==> src/rtl/ifm_pkg.sv <==
// ifm_pkg: shared definitions for the S2MM-side RX drain FSM (ifm_out_fsm).
//   - FSM state encoding (also exported on the debug port)
//   - Bit offsets of the FWFT ctrl (status) and data FIFO entries
//   - Status packet geometry and word index constants
package ifm_pkg;

    // Encoding is visible on ifm_out_fsm_dbg, so values are pinned explicitly.
    typedef enum logic [1:0] {
        StIdle = 2'd0,
        StData = 2'd1,
        StDrop = 2'd2,
        StSts  = 2'd3
    } ifm_state_e;

    // Ctrl FIFO entry: [15:0] frame bytes, [16] good, [63:17] reserved
    localparam int unsigned CTRL_W   = 64;
    localparam int unsigned LEN_LSB  = 0;
    localparam int unsigned LEN_MSB  = 15;
    localparam int unsigned LEN_W    = LEN_MSB - LEN_LSB + 1;
    localparam int unsigned GOOD_BIT = 16;

    // Data FIFO entry: [63:0] data, [71:64] keep, [72] last
    localparam int unsigned DATA_FIFO_W = 73;
    localparam int unsigned DATA_LSB    = 0;
    localparam int unsigned DATA_MSB    = 63;
    localparam int unsigned KEEP_LSB    = 64;
    localparam int unsigned KEEP_MSB    = 71;
    localparam int unsigned LAST_BIT    = 72;

    // Status packet: six 32-bit words, tag in word 0, frame length in word 5
    localparam int unsigned STS_WORDS = 6;
    localparam int unsigned STS_IDX_W = 3;

    localparam logic [STS_IDX_W-1:0] STS_IDX_TAG  = 3'd0;
    localparam logic [STS_IDX_W-1:0] STS_IDX_LEN  = 3'd5;
    localparam logic [STS_IDX_W-1:0] STS_IDX_LAST = 3'(STS_WORDS - 1);

endpackage

==> src/rtl/ifm_out_fsm.sv <==
// ifm_out_fsm: receive-path S2MM drain FSM.
// Pops a completed (store-and-forward) frame from the RX data FIFO and forwards it on the rxd
// AXI-Stream, then emits a 6-word status packet on rxs. Frames marked bad in the ctrl entry are
// drained without being forwarded and counted in a saturating drop counter.
//
// Ports
//   s2mm_clk, s2mm_resetn         clock, asynchronous active-low reset
//   ctrl_fifo_rdata/empty/rden    FWFT status FIFO: {.., good, len[15:0]}; rden pops one entry
//   data_fifo_rdata/empty/rden    FWFT data FIFO: {last, keep[7:0], data[63:0]}
//   rxd_t*                        frame data AXI-Stream master (64-bit)
//   rxs_t*                        status AXI-Stream master (32-bit)
//   drop_cnt                      number of discarded frames, saturating
//   ifm_out_fsm_dbg               {2'b0, state}
module ifm_out_fsm
    import ifm_pkg::*;
#(
    parameter logic [3:0]  C_STS_TAG        = 4'h5,
    parameter int unsigned C_DROP_CNT_WIDTH = 16
) (
    input  logic                        s2mm_clk,
    input  logic                        s2mm_resetn,

    input  logic [CTRL_W-1:0]           ctrl_fifo_rdata,
    input  logic                        ctrl_fifo_empty,
    output logic                        ctrl_fifo_rden,

    input  logic [DATA_FIFO_W-1:0]      data_fifo_rdata,
    input  logic                        data_fifo_empty,
    output logic                        data_fifo_rden,

    output logic [63:0]                 rxd_tdata,
    output logic [7:0]                  rxd_tkeep,
    output logic                        rxd_tvalid,
    output logic                        rxd_tlast,
    input  logic                        rxd_tready,

    output logic [31:0]                 rxs_tdata,
    output logic [3:0]                  rxs_tkeep,
    output logic                        rxs_tvalid,
    output logic                        rxs_tlast,
    input  logic                        rxs_tready,

    output logic [C_DROP_CNT_WIDTH-1:0] drop_cnt,
    output logic [3:0]                  ifm_out_fsm_dbg
);

    ifm_state_e                  state_q, state_d;
    logic [STS_IDX_W-1:0]        sts_idx_q, sts_idx_d;
    logic [LEN_W-1:0]            len_q, len_d;
    logic [C_DROP_CNT_WIDTH-1:0] drop_cnt_q, drop_cnt_d;

    logic data_last;
    logic sts_last;

    assign data_last = data_fifo_rdata[LAST_BIT];
    assign sts_last  = (sts_idx_q == STS_IDX_LAST);

    // Reserved ctrl bits are carried by the FIFO but have no meaning here.
    logic unused_ctrl_bits;
    assign unused_ctrl_bits = ^ctrl_fifo_rdata[CTRL_W-1:GOOD_BIT+1];

    // State register
    always_ff @(posedge s2mm_clk or negedge s2mm_resetn) begin
        if (!s2mm_resetn) begin
            state_q    <= StIdle;
            sts_idx_q  <= '0;
            len_q      <= '0;
            drop_cnt_q <= '0;
        end else begin
            state_q    <= state_d;
            sts_idx_q  <= sts_idx_d;
            len_q      <= len_d;
            drop_cnt_q <= drop_cnt_d;
        end
    end

    // Next-state logic
    always_comb begin
        state_d    = state_q;
        sts_idx_d  = sts_idx_q;
        len_d      = len_q;
        drop_cnt_d = drop_cnt_q;

        unique case (state_q)
            StIdle: begin
                // Ctrl entry is only peeked here; it is popped once the frame is fully retired.
                if (!ctrl_fifo_empty) begin
                    len_d   = ctrl_fifo_rdata[LEN_MSB:LEN_LSB];
                    state_d = ctrl_fifo_rdata[GOOD_BIT] ? StData : StDrop;
                end
            end
            StData: begin
                if (!data_fifo_empty && rxd_tready && data_last) begin
                    state_d = StSts;
                end
            end
            StDrop: begin
                if (!data_fifo_empty && data_last) begin
                    state_d = StIdle;
                    if (drop_cnt_q != '1) begin
                        drop_cnt_d = drop_cnt_q + 1'b1;
                    end
                end
            end
            StSts: begin
                if (rxs_tready) begin
                    if (sts_last) begin
                        sts_idx_d = '0;
                        state_d   = StIdle;
                    end else begin
                        sts_idx_d = sts_idx_q + 1'b1;
                    end
                end
            end
            default: state_d = StIdle;
        endcase
    end

    // Outputs: only the FIFO pops look at tready, so payload/valid stay stable under backpressure.
    always_comb begin
        ctrl_fifo_rden = 1'b0;
        data_fifo_rden = 1'b0;
        rxd_tdata      = '0;
        rxd_tkeep      = '0;
        rxd_tvalid     = 1'b0;
        rxd_tlast      = 1'b0;
        rxs_tdata      = '0;
        rxs_tkeep      = '0;
        rxs_tvalid     = 1'b0;
        rxs_tlast      = 1'b0;

        unique case (state_q)
            StIdle: ;
            StData: begin
                // Zero-latency pass-through of the FWFT head.
                rxd_tvalid     = !data_fifo_empty;
                rxd_tdata      = data_fifo_rdata[DATA_MSB:DATA_LSB];
                rxd_tkeep      = data_fifo_rdata[KEEP_MSB:KEEP_LSB];
                rxd_tlast      = data_last;
                data_fifo_rden = !data_fifo_empty && rxd_tready;
            end
            StDrop: begin
                data_fifo_rden = !data_fifo_empty;
                ctrl_fifo_rden = !data_fifo_empty && data_last;
            end
            StSts: begin
                rxs_tvalid = 1'b1;
                rxs_tkeep  = 4'hF;
                rxs_tlast  = sts_last;
                case (sts_idx_q)
                    STS_IDX_TAG: rxs_tdata = {C_STS_TAG, 28'h0};
                    STS_IDX_LEN: rxs_tdata = {16'h0, len_q};
                    default:     rxs_tdata = 32'h0;
                endcase
                ctrl_fifo_rden = rxs_tready && sts_last;
            end
            default: ;
        endcase
    end

    assign drop_cnt        = drop_cnt_q;
    assign ifm_out_fsm_dbg = {2'b00, state_q};

endmodule

==> config.mk <==
export PLATFORM = sky130hd
export DESIGN_NAME = ifm_out_fsm
export DESIGN_NICKNAME = d
export VERILOG_FILES = /design/src/rtl/ifm_pkg.sv /design/src/rtl/ifm_out_fsm.sv
export SDC_FILE = /design/constraint.sdc
export NUM_CORES = 1
export LEC_CHECK = 0
export CAP_MARGIN = 20
export CORE_AREA = 2 2 108 110
export CTS_CLUSTER_DIAMETER = 120
export DETAILED_ROUTE_END_ITERATION = 10
export DIE_AREA = 0 0 110 112
export PLACE_DENSITY = 0.77
export SYNTH_ARGS = -nofsm -noshare
export SYNTH_HDL_FRONTEND = slang
export SYNTH_SLANG_ARGS = --single-unit
export TNS_END_PERCENT = 5
==> constraint.sdc <==
create_clock -name s2mm_clk -period 2.6 [get_ports s2mm_clk]
set_clock_uncertainty 0.05 [all_clocks]
set_input_delay 0.52 -clock s2mm_clk [delete_from_list [all_inputs] [get_ports s2mm_clk]]
set_output_delay 0.52 -clock s2mm_clk [all_outputs]
set_load 0.02 [all_outputs]
==> metrics.yaml <==
synth_flop_cell: "dfrtp_1"
rsz0062_at_grt: "no"
numClockSinks: 37
ir_drop_uv: 344
async_reset_ff_share_pct: 100
syn-instance-count: 259
diodes: 0
vias: 2501
cp.required_ns: 2.03
layout_setup_ws_ns: 0.112
leakagePower_nw: 2.40
insertion_delay_ns: 0.27
r2r_end: "drop_cnt[15]"
crit_type: "reg -> out"
via_per_inst: 4.09
setup.worst_path.start: "state_q[1]"
crit_path_end_kind: "primary output"
slowest_delay_ns: 0.62
met1_usage_pct: 14.3
p_seq_share_pct: 27.6
routedWlPerCell_um: 13.0
drive_above_1_share_pct: 8.96
swShare_pct: 39.1
grt_max_degree: 74
drc_errors: 0
postCtsSetupBuffers: 0
grt_pass1_wl_um: 12500
drv_slew: 0
die_w_um: 110
yosys_warnings: 0
max_freq_mhz: 402
p_per_area_nw_per_um2: 707
rrSetupSlack_ns: 0.57
min_path_type: "in -> async"
grt_busiest_layer: "met2"
synth_area_per_cell_um2: 9.48
critPathLaunchType: "flop"
syn_area_um2: 2460
cts_hold_buf: 0
crit_end: "rxs_tlast"
fin_util_pct: 42.4
crit_arrival_ns: 1.92
postRouteAntennaNets: 0
cts_tree: "done"
cts.repair.resized: 94
status: "complete, no violations"
synth_edf_count: 0
r2r_cells: 8
wirelength_um: 7970
ys_seq_area_share_pct: 37.7
power.total_w: 0.00335
core_um2: 11200
start_util_pct: 22.0
portBuffers: 213
numCtsBuffers: 5
p_switching_w: 0.00131
cts_buffer_depth: 2
cp_max_fo: 17
min_period_over_period_pct: 95.7
dp_cells: 605
met2_usage_pct: 23.1
max_slew_margin_pct: 46.1
yosysTopAreaCellShare_pct: 37.7
firstDrtPassIters: 4
first_global_vias: 2559
cts_root_buf: "clkbuf_16"
nets: 618
p_int_w: 0.00204
pwr-share-clk_pct: 17.3
pin_count: 277
whs_ns: 0.290
place_congestion: 0.763
yosysTopAreaCell: "dfrtp_1"
antenna_found_initial: 0
die_area_um2: 12300
placementRows: 39
crit_chain: "ha_2 > and3_1 > buf_4 > clkdlybuf4s50_1"
path_clk_slew_ns: 0.05
p_comb_share_pct: 55.1
dpl_worst_slack_ns: 0.00503
cts_max_level: 2
fin_cells: 612
synth_area_leaders: "dfrtp_1 (38%), and2_1 (23%), mux2_2 (7.3%)"
finalSetupViolations: 0
ys_types: 35
grt.overflow.total: 0
worst-slew-pin-transition_ns: 0.808
maxCapViolations: 0
met3_usage_pct: 4.27
slowest_stage: "clkdlybuf4s50_1"
hold_viol: 0
syn_to_final_growth_pct: 92.7
grt_usage_pct: 12.8
period_minus_slack_ns: 2.49
worstReg2RegStart: "state_q[0]"
die_h_um: 112
drt_iter0_drc: 123
ys_seq_elements: 37
dp_hpwl_um: 6780
[cell usage after synthesis, types with 3 or more instances]
cell	number
and2_1	89
dfrtp_1	37
buf_4	21
mux2_2	16
clkbuf_1	11
nand2_1	11
xnor2_1	10
nand4_1	7
ha_1	6
nand3_1	6
xor2_1	6
nor2_1	5
nor2b_1	5
inv_1	3
o21ai_0	3
[per-layer routing]
| layer | wire [um] | up-vias | part of all wire [%] |
|---|---|---|---|
| li1 | - | 1224 | - |
| met1 | 3000 | 1134 | 38 |
| met2 | 4060 | 141 | 51 |
| met3 | 872 | 2 | 11 |
| met4 | 37 | 0 | 0.46 |
| met5 | 0 | - | 0 |
[power by group through the flow]
stage	Sequential (W)	Combinational, W	Clock [W]
2_1_floorplan	0.000942	0.00108	0
3_3_place_gp	0.000914	0.00202	0
3_5_place_dp	0.000931	0.00206	0
4_1_cts	0.000927	0.00188	0.000601
5_1_grt	0.000960	0.00200	0.000625
6_report	0.000924	0.00184	0.000579
[how the worst min path moves through the flow]
stage	startpoint	endpoint	slack [ns]
3_3_place_gp	len_q[3]	len_q[3]	0.43
6_report	s2mm_resetn	drop_cnt[12]	0.29
3_5_place_dp	len_q[0]	len_q[0]	0.44
4_1_cts	s2mm_resetn	len_q[13]	0.32
2_1_floorplan	s2mm_resetn	drop_cnt[0]	0.17
5_1_grt	s2mm_resetn	len_q[13]	0.35
[layout by cell type (no fill, tap or decap), types with 3 or more instances in the layout]
cell type / count
inv_1: 3
buf_4: 8
clkdlybuf4s50_1: 120
dfrtp_1: 35
o21ai_0: 3
nor2b_1: 4
nor2_1: 5
xnor2_1: 10
mux2_2: 16
and2_1: 89
xor2_1: 6
nand4_1: 7
dlygate4sd2_1: 90
nand3_1: 6
nand2_1: 11
conb_1: 16
ha_1: 4
clkbuf_16: 5
[through the flow]
step | instance area (um^2) | TNS [ns]
2_1_floorplan | 2520 | 0
3_3_place_gp | 4690 | -0.00228
3_5_place_dp | 4690 | 0
4_1_cts | 4730 | 0
5_1_grt | 4730 | 0
6_report | 4730 | 0
[registers in the layout, summed over array words and instances, names as in the netlist]
| name | cells |
|---|---|
| len_q | 16 |
| drop_cnt | 16 |
| sts_idx_q | 3 |
| state_q | 2 |
[kinds of logic (layout without fill, tap and decap cells)]
| kind of cell | after synthesis | after routing | share of synthesized area [%] |
|---|---|---|---|
| AND/OR/NAND/NOR | 135 | 135 | 33.8 |
| adder cells (fa/ha/maj) | 6 | 6 | 3.06 |
| other | 1 | 16 | 0.153 |
| buffers and inverters | 36 | 231 | 8.76 |
| AO/OA/AOI/OAI | 10 | 10 | 2.60 |
| XOR/XNOR | 16 | 16 | 5.71 |
| multiplexers | 18 | 18 | 8.20 |
| flip-flops | 37 | 37 | 37.7 |
[critical path: cells and delay by family (launching register included)]
family                     cells  cell delay [ns]
adders and majority gates      1             0.25
buffers and inverters          2             0.81
DFF                            1             0.41
and+or+nand+nor                1             0.17
[area by class of cell]
type	count	area (um^2)
inverter	3	11.3
tap	143	179
timing repair buffer	221	2090
clock buffer	7	143
sequential	37	928
fill	1101	6440
multi-input combinational	201	1390
No activity file was read; power rests on OpenSTA's default activity.
